File: config.mk
export PLATFORM = sky130hd
export DESIGN_NAME = c_drain_buffer
export DESIGN_NICKNAME = d
export VERILOG_FILES = /design/src/rtl/systolic_pkg.sv /design/src/rtl/c_row_bank.sv /design/src/rtl/c_drain_buffer.sv
export SDC_FILE = /design/constraint.sdc
export NUM_CORES = 2
export LEC_CHECK = 0
export ABC_AREA = 1
export CAP_MARGIN = 25
export CORE_ASPECT_RATIO = 0.6
export CORE_MARGIN = 1
export CORE_UTILIZATION = 50
export DETAILED_ROUTE_END_ITERATION = 8
export PLACE_DENSITY = 0.71
export SLEW_MARGIN = 10
export SYNTH_ARGS = -nofsm -noshare
export SYNTH_HDL_FRONTEND = slang
export SYNTH_SLANG_ARGS = --single-unit
File: constraint.sdc
create_clock -name clk -period 1.5 [get_ports clk]
set_input_delay 0.225 -clock clk [delete_from_list [all_inputs] [get_ports clk]]
set_output_delay 0.225 -clock clk [all_outputs]
set_load 0.02 [all_outputs]
File: src/rtl/systolic_pkg.sv
// Shared definitions for the systolic-array datapath: default array
// dimensions, accumulator/row types and the per-bank fill/drain state.
package systolic_pkg;

  localparam int DEF_N     = 8;
  localparam int DEF_ACC_W = 32;
  localparam int DEF_PTR_W = $clog2(DEF_N);

  typedef logic [DEF_ACC_W-1:0] acc_t;
  typedef acc_t [DEF_N-1:0]     row_t;

  // A bank either collects rows from the array or hands them to the consumer.
  typedef enum logic {
    BANK_FILL = 1'b0,
    BANK_FULL = 1'b1
  } bank_state_e;

endpackage

File: src/rtl/c_row_bank.sv
// N-entry row register file: one synchronous write port and one
// combinational read port. Contents reset to zero.
module c_row_bank
  import systolic_pkg::*;
#(
  parameter  int N     = DEF_N,
  parameter  int ACC_W = DEF_ACC_W,
  localparam int PTR_W = $clog2(N),
  localparam int ROW_W = N * ACC_W
) (
  input  logic             clk,
  input  logic             rst_n,
  input  logic             wr_en,
  input  logic [PTR_W-1:0] wr_addr,
  input  logic [ROW_W-1:0] wr_data,
  input  logic [PTR_W-1:0] rd_addr,
  output logic [ROW_W-1:0] rd_data
);

  logic [ROW_W-1:0] mem_q [N];
  logic [ROW_W-1:0] mem_d [N];

  // Next storage contents: overwrite the addressed row when writing.
  always_comb begin
    mem_d = mem_q;
    if (wr_en) mem_d[wr_addr] = wr_data;
  end

  // Storage registers, zeroed on reset so the read port starts at zero.
  always_ff @(posedge clk or negedge rst_n) begin
    if (!rst_n) begin
      for (int i = 0; i < N; i++) mem_q[i] <= '0;
    end else begin
      mem_q <= mem_d;
    end
  end

  assign rd_data = mem_q[rd_addr];

endmodule

File: src/rtl/c_drain_buffer.sv
// Output tile buffer behind the systolic array: captures N result rows per
// tile and streams them out on a valid/ready channel with a last-row flag.
// Define C_PINGPONG_EN to build with two banks so the next tile can fill
// while the current one drains; otherwise a single bank is used.
module c_drain_buffer
  import systolic_pkg::*;
#(
  parameter int N     = DEF_N,
  parameter int ACC_W = DEF_ACC_W
) (
  input  logic               clk,
  input  logic               rst_n,
  input  logic               clear,
  input  logic               wr_en,
  input  logic [N*ACC_W-1:0] wr_row,
  output logic               wr_ready,
  output logic               c_valid,
  input  logic               c_ready,
  output logic [N*ACC_W-1:0] c_data,
  output logic               c_last,
  output logic               done,
  output logic               overflow
);

  localparam int               PTR_W    = $clog2(N);
  localparam logic [PTR_W-1:0] LAST_ROW = PTR_W'(N - 1);

  logic [PTR_W-1:0]   wr_ptr_q, wr_ptr_d;
  logic [PTR_W-1:0]   rd_ptr_q, rd_ptr_d;
  logic               overflow_q, overflow_d;
  logic               done_q, done_d;
  logic               wr_fire, rd_fire, wr_wrap, rd_wrap;
  logic [N*ACC_W-1:0] rd_data0;

`ifdef C_PINGPONG_EN
  logic               wr_bank_q, wr_bank_d;
  logic               rd_bank_q, rd_bank_d;
  bank_state_e        state_q [2];
  bank_state_e        state_d [2];
  logic [N*ACC_W-1:0] rd_data1;

  assign wr_ready = (state_q[wr_bank_q] == BANK_FILL);
  assign c_valid  = (state_q[rd_bank_q] == BANK_FULL);
  assign c_data   = rd_bank_q ? rd_data1 : rd_data0;
`else
  bank_state_e        state_q, state_d;

  assign wr_ready = (state_q == BANK_FILL);
  assign c_valid  = (state_q == BANK_FULL);
  assign c_data   = rd_data0;
`endif

  assign wr_fire  = wr_en && wr_ready;
  assign rd_fire  = c_valid && c_ready;
  assign wr_wrap  = wr_fire && (wr_ptr_q == LAST_ROW);
  assign rd_wrap  = rd_fire && (rd_ptr_q == LAST_ROW);
  assign c_last   = c_valid && (rd_ptr_q == LAST_ROW);
  assign done     = done_q;
  assign overflow = overflow_q;

  // Pointer, bank-state and flag updates; clear overrides writes and reads.
  always_comb begin
    wr_ptr_d   = wr_ptr_q;
    rd_ptr_d   = rd_ptr_q;
    overflow_d = overflow_q;
    done_d     = 1'b0;
    state_d    = state_q;
`ifdef C_PINGPONG_EN
    wr_bank_d  = wr_bank_q;
    rd_bank_d  = rd_bank_q;
`endif
    if (clear) begin
      wr_ptr_d   = '0;
      rd_ptr_d   = '0;
      overflow_d = 1'b0;
`ifdef C_PINGPONG_EN
      wr_bank_d  = 1'b0;
      rd_bank_d  = 1'b0;
      state_d[0] = BANK_FILL;
      state_d[1] = BANK_FILL;
`else
      state_d    = BANK_FILL;
`endif
    end else begin
      if (wr_en && !wr_ready) overflow_d = 1'b1;
      if (wr_fire) wr_ptr_d = wr_ptr_q + 1'b1;
      if (rd_fire) rd_ptr_d = rd_ptr_q + 1'b1;
      if (rd_wrap) done_d = 1'b1;
`ifdef C_PINGPONG_EN
      if (wr_wrap) begin
        state_d[wr_bank_q] = BANK_FULL;
        wr_bank_d          = ~wr_bank_q;
      end
      if (rd_wrap) begin
        state_d[rd_bank_q] = BANK_FILL;
        rd_bank_d          = ~rd_bank_q;
      end
`else
      if (wr_wrap) state_d = BANK_FULL;
      if (rd_wrap) state_d = BANK_FILL;
`endif
    end
  end

  // Control registers with asynchronous reset to an empty buffer.
  always_ff @(posedge clk or negedge rst_n) begin
    if (!rst_n) begin
      wr_ptr_q   <= '0;
      rd_ptr_q   <= '0;
      overflow_q <= 1'b0;
      done_q     <= 1'b0;
`ifdef C_PINGPONG_EN
      wr_bank_q  <= 1'b0;
      rd_bank_q  <= 1'b0;
      state_q[0] <= BANK_FILL;
      state_q[1] <= BANK_FILL;
`else
      state_q    <= BANK_FILL;
`endif
    end else begin
      wr_ptr_q   <= wr_ptr_d;
      rd_ptr_q   <= rd_ptr_d;
      overflow_q <= overflow_d;
      done_q     <= done_d;
      state_q    <= state_d;
`ifdef C_PINGPONG_EN
      wr_bank_q  <= wr_bank_d;
      rd_bank_q  <= rd_bank_d;
`endif
    end
  end

`ifdef C_PINGPONG_EN
  c_row_bank #(.N(N), .ACC_W(ACC_W)) u_bank0 (
    .clk     (clk),
    .rst_n   (rst_n),
    .wr_en   (wr_fire && !clear && !wr_bank_q),
    .wr_addr (wr_ptr_q),
    .wr_data (wr_row),
    .rd_addr (rd_ptr_q),
    .rd_data (rd_data0)
  );

  c_row_bank #(.N(N), .ACC_W(ACC_W)) u_bank1 (
    .clk     (clk),
    .rst_n   (rst_n),
    .wr_en   (wr_fire && !clear && wr_bank_q),
    .wr_addr (wr_ptr_q),
    .wr_data (wr_row),
    .rd_addr (rd_ptr_q),
    .rd_data (rd_data1)
  );
`else
  c_row_bank #(.N(N), .ACC_W(ACC_W)) u_bank0 (
    .clk     (clk),
    .rst_n   (rst_n),
    .wr_en   (wr_fire && !clear),
    .wr_addr (wr_ptr_q),
    .wr_data (wr_row),
    .rd_addr (rd_ptr_q),
    .rd_data (rd_data0)
  );
`endif

endmodule
# After elaboration in Yosys (flattened, before gate mapping)
# Cells that the tools add are included.
[word_totals] regBits=2057 in_bits=261 out_inout_bits=261 wordCells=53
[op_classes] n_addsub=2 n_lt_le_gt_ge=3 eq_ne=2 muxes=17 n_bitwise=3 n_reduce_logical=13
[ops] operator="$bwmux W2048" count=1
[ops] operator="$bmux W256 S3" count=1
[ops] operator="$demux W256 S3" count=1
[ops] operator="$mux W256" count=3
[ops] operator="$mux W3" count=4
[ops] operator="$ge A4 B4 Y1 const B" count=2
[ops] operator="$logic_and A1 B1 Y1" count=8
[ops] operator="$not A3 Y4" count=2
[ops] operator="$mux W1" count=7
[ops] operator="$add A3 B1 Y3 const B" count=2
[ops] operator="$eq A3 B3 Y1 const B" count=2
[ops] operator="$reduce_bool A2 Y1" count=3
[ops] operator="$lt A4 B1 Y1 const B" count=1
[ops] operator="$reduce_bool A3 Y1" count=1
[ops] operator="$logic_not A1 Y1" count=1
[ops] operator="$not A1 Y1" count=1

# Logic depth before layout (Yosys ltp)
[depth] word_depth=6 depth_mapped=10 depth_no_buf=6

# Hierarchy
# From an unflattened synthesis, not the netlist that was laid out.
[hier_totals] hier_cells=13716 area_unflattened_um2=99599.3
[by_module_without_submodules] mod="c_row_bank" instances=1 cells_each=13665 area_each_um2=99146.3 seq_area_each_um2=51249.2
[by_module_without_submodules] mod="c_drain_buffer" instances=1 cells_each=51 area_each_um2=452.9 seq_area_each_um2=225.2

# Worst setup path after synthesis
# OpenSTA, ideal clock, no wires.
[synth_timing] path_type="flip-flop to output port" startpoint="register rd_ptr_q[1]" endpoint="output c_data[142]" arrival_ns=1.526 required_ns=1.275 slack_ns=-0.251 stages_incl_launch_ff=9 n_path_buf=3 path_cell_list="dfrtp_1 buf_2 inv_2 clkbuf_1 clkbuf_1 nand3_1 nand2_1 nand2_1 nand2_1"
[synth_between] elab_chain_len=4
[synth_rtl] item="start, declared" line="c_drain_buffer.sv:29" rtl="logic [PTR_W-1:0] rd_ptr_q, rd_ptr_d;"
[synth_rtl] item="start signal, assigned" line="c_drain_buffer.sv:122" rtl="rd_ptr_q <= rd_ptr_d;"
[synth_rtl] item="$not A3 Y4 (not written as such)" line="c_row_bank.sv:38" rtl="assign rd_data = mem_q[rd_addr];"
[synth_rtl] item="$bmux W256 S3" line="c_row_bank.sv:38"
[synth_rtl] item="$mux W256 (not written as such) (2 in series)" line="c_row_bank.sv:38"
[synth_rtl] item="end, declared" line="c_drain_buffer.sv:19" rtl="output logic [N*ACC_W-1:0] c_data,"
# Every way passes these cells. The select of a mux whose other input is x is not followed.

# Worst setup path in the final report
[layout_timing] startpoint="register rd_ptr_q[0]" endpoint="output c_data[32]"
# The elaborated chain is that of the path after synthesis.

==> out/summary.md <==
Max-cap violations in this run came to 0. The run gives 4 as the number of H-tree branching levels. Combinational logic is responsible for 20.0% of the overall power. STA classifies the critical path endpoint as a primary output. The final worst slack is -1471 ps, and the final critical delay including setup and external delays is 2971 ps.

IR analysis of the VDD net gives a maximum drop of 0.9678 mV. The initial antenna violation count is 14. The tools report the first-pass iteration count of the detailed router as 6. The flow ran to the end, but the final reports show violations.

For this run, design rule violations remaining after detail routing come to 0. The number of global-route vias before repair was 82480. The power per cell area is 1247 mW/mm^2, and the first-pass GRT wire length is 477.7 mm. The run gives 522 as the count of pins on the block boundary. The multi-input gate area in the final layout was 0.03642 sq mm. Portion of synthesized cell area occupied by the leading cell type: 51.80%. The most common cell after layout, fill and taps aside was sky130_fd_sc_hd__nand2_1. In this run the power spent charging and discharging nets is 45.57 mW. Summed over all instances, the cell type with the most area after synthesis is sky130_fd_sc_hd__dfrtp_1.

At the worst endpoint, the required time is 1270 ps. The congestion estimate from routability-driven global placement came to 0.8648. The pin count of the biggest net entering global routing is 117, and the post-CTS clock slew at the launch and capture registers of the worst setup and hold paths is 80 ps. The detail route stage leaves a number of antenna-violating nets equal to 0. The tools report the hold violation total from the final report as 0. For this configuration, the core starts out at a cell density of 50.43%.

Summed over all layers, the routed wires come to 304.3 mm. The most critical setup path has its endpoint at c_data[32]. The part of the power in the clock network was 34.2%; the die extent in y was 347.3 um.

Critical path startpoint category: a flop. The worst reg-to-reg path cell count came out at 8. The logs give 14790 for the total number of nets in the final design and 0.05149 sq mm for the area taken by flip-flops and latches. The die covers 0.2006 sq mm. The filler cells instantiated in the layout total 17080.

The clock insertion delay at the later pin of the skew report was 870 ps. The total congestion overflow was 0; the maximum net fanout on the critical path was 14. For flop-to-flop paths, the worst setup slack is -490 ps. Number of setup violations in the final report: 2308. Setup total negative slack on the finished layout was measured at -876460 ps. In the finished design, the share of the clock period the worst path needs comes to 198.1%. Yosys printed 0 warnings. The critical path is of the reg2out type. At the worst endpoint, the arrival time is 2750 ps. After floorplanning, the core was sized to cover 0.1971 sq mm. The count of pins over their slew limit is 0, and the die outline width is 577.5 um. Using the TritonRoute via totals, the vias-per-cell ratio works out to 5.150.

The fraction of layout cells with a size suffix above 1 came out at 10.29%. The final reports fail on negative setup slack. In the layout the commonest cells are 5211 x sky130_fd_sc_hd__nand2_1, 2309 x sky130_fd_sc_hd__inv_1, 2053 x sky130_fd_sc_hd__dfrtp_1, 2019 x sky130_fd_sc_hd__o21ai_0, 1023 x sky130_fd_sc_hd__nand3_1. The tightest min-delay check is of the in2reg type.

On the final layout, the worst clock skew is 43.05 ps. The tools report the clock sink total as 2057. Flop and latch count out of synthesis: 2057. The sequential power share was 45.7%. The CTS root buffer was sky130_fd_sc_hd__clkbuf_16.

Setup repair after global routing could not meet its margin everywhere. Design internal power: 108.1 mW. The clock passes through at most 4 buffers. Net switching is 29.66% of the power. For the post-synthesis cell area, the log shows 0.09937 sq mm. The quantity of I/O buffers inserted on ports is 521, and the worst setup timing slack at the placement stage is -978.1 ps.

The run gives 126 as the number of core rows. In this run the critical register-to-register path is captured at u_bank0.mem_q[1963]$_DFFE_PN0P_. For this block, the via count after detailed routing is 89180. The worst register-to-register path begins at wr_ptr_q[1]$_DFFE_PN0P_. For this design the static power due to leakage is 65.82 nW.

Sorting the synthesized cells by area gives the leading types as sky130_fd_sc_hd__dfrtp_1 52%, sky130_fd_sc_hd__nand2_1 20%, sky130_fd_sc_hd__o21ai_0 10%, sky130_fd_sc_hd__inv_1 8.7%, sky130_fd_sc_hd__nand3_1 5.2%. The tools report the number of distinct library cells after synthesis as 17. The launch point of the worst path was rd_ptr_q[0]$_DFFE_PN0P_. The layout overhead on the synthesized area is 24.03%, and the post-synthesis average cell area is 7.246 sq um. TritonCTS built the clock tree. Synthesis produced a netlist whose cell count is 13710. The number of nets in the synthesized netlist is 13980. After synthesis, flip-flops and latches occupy 51.80% of the total area. Global-route total usage across every layer: 29.90%.

The wire-length estimate of the detail-placed layout is 199.0 mm. Buffers inserted during clock tree synthesis total 200. Based on the critical path, the design can be clocked at up to 336.6 MHz. Wire length per cell after detailed routing: 17.57 um. Slew at the pin closest to its max-slew limit: 732.9 ps. The worst hold path begins at wr_row[183]. For the worst max-slew margin expressed relative to the limit, the log shows 51.14%.

The detailed router finished its first iteration with 9819 violations.
-- worst min-delay path by stage --
stage / end / slack [ps] / cells past startpoint
6_report: u_bank0.mem_q[1207]$_DFFE_PN0P_ / 50 / 3
5_1_grt: u_bank0.mem_q[1059]$_DFFE_PN0P_ / 20 / 3
4_1_cts: u_bank0.mem_q[594]$_DFFE_PN0P_ / 0.9 / 3
3_5_place_dp: u_bank0.mem_q[1511]$_DFFE_PN0P_ / 110 / 1
3_3_place_gp: u_bank0.mem_q[1511]$_DFFE_PN0P_ / 110 / 1
2_1_floorplan: c_valid$_DFFE_PN0P_ / -70 / 0
-- flip-flops by register name, summed over array words and instances, names as in the netlist --
register	flops
u_bank0.mem_q	2048
c_valid	1
rd_ptr_q	3
wr_ptr_q	3
overflow	1
done	1
-- final cells by class --
class	instances	share of cell area [%]
Timing Repair Buffer	1448	13.41
Multi-Input combinational cell	8498	29.55
Inverter	2314	7.090
Clock buffer	290	4.775
Sequential cell	2057	41.77
Clock inverter	69	0.6731
Timing Repair inverter	2	0.03350
Tap cell	2624	2.664
Antenna cell	13	0.02639
-- metrics by stage --
stage	std cells	hold WS (ps)	power [mW]	util, %	cell area [sq um]
after floorplan	13710	-70.59	88.75	-	100700
after global placement	16800	113.0	101.0	58.01	114300
after CTS	17280	0.8854	154.5	62.16	122500
after global routing	17310	15.71	162.0	62.54	123200
final	17320	48.47	153.7	62.54	123200
after detailed placement	16800	113.0	101.9	58.01	114300
-- worst max-delay path, stage by stage, from the launching register on --
cell and delay [ps]:
sky130_fd_sc_hd__dfrtp_4 570, sky130_fd_sc_hd__buf_12 190, sky130_fd_sc_hd__buf_16 180, sky130_fd_sc_hd__buf_4 200, sky130_fd_sc_hd__nand2_1 70, sky130_fd_sc_hd__nand3_1 70
sky130_fd_sc_hd__nand2_1 70, sky130_fd_sc_hd__nand2_1 50, sky130_fd_sc_hd__nand2_2 120, sky130_fd_sc_hd__dlygate4sd2_1 350
-- cell families (layout without fill, tap and decap cells) --
kind of cell / count (synthesis) / after routing / share of synthesized area [%]
buffers and inverters: 3159 / 4123 / 12.15
and+or+nand+nor: 6438 / 6438 / 25.64
DFF: 2057 / 2057 / 51.80
AOI/OAI and AO/OA: 2056 / 2056 / 10.35
adders and majority gates: 4 / 4 / 0.05037
other: 0 / 13 / 0
-- routing by layer --
| layer | track usage (%) | up-vias | part of all wire [%] |
|---|---|---|---|
| met5 | 0 | - | 0.0056 |
| met4 | 7.173 | 4 | 2.5 |
| met3 | 4.785 | 424 | 8.2 |
| met2 | 43.64 | 3399 | 42 |
| met1 | 46.30 | 42190 | 47 |
| li1 | - | 43160 | - |
-- cells in the mapped netlist --
| library cell | instances |
|---|---|
| sky130_fd_sc_hd__nand3_1 | 1030 |
| sky130_fd_sc_hd__inv_2 | 4 |
| sky130_fd_sc_hd__inv_1 | 2309 |
| sky130_fd_sc_hd__nand2_1 | 5390 |
| sky130_fd_sc_hd__nor2_1 | 9 |
| sky130_fd_sc_hd__a21oi_1 | 2 |
| sky130_fd_sc_hd__clkinv_1 | 1 |
| sky130_fd_sc_hd__nand2_2 | 6 |
| sky130_fd_sc_hd__clkbuf_1 | 581 |
| sky130_fd_sc_hd__o21ai_0 | 2019 |
| sky130_fd_sc_hd__nor2_2 | 2 |
| sky130_fd_sc_hd__buf_1 | 88 |
| sky130_fd_sc_hd__ha_1 | 4 |
| sky130_fd_sc_hd__o21ai_1 | 35 |
| sky130_fd_sc_hd__buf_2 | 176 |
| sky130_fd_sc_hd__dfrtp_1 | 2057 |
| sky130_fd_sc_hd__nor2_4 | 1 |
-- power groups by stage --
stage,clock network [mW],logic [mW],registers [mW]
after CTS,53.3,31.0,70.1
after global placement,0,30.3,70.7
final,52.6,30.8,70.3
after floorplan,0,18.8,69.9
after detailed placement,0,30.9,71.0
after global routing,55.5,35.1,71.4
-- timing repair --
action                                  CTS  global route
resized for setup                       330           452
buffers inserted                         15            11
endpoints found under the hold margin  2201             0
hold buffers                             96             0
pin swaps                                 9             8
setup endpoints to repair              2306          2313
gates cloned                              9            14
Note: power is estimated with default switching activity, not from simulation.
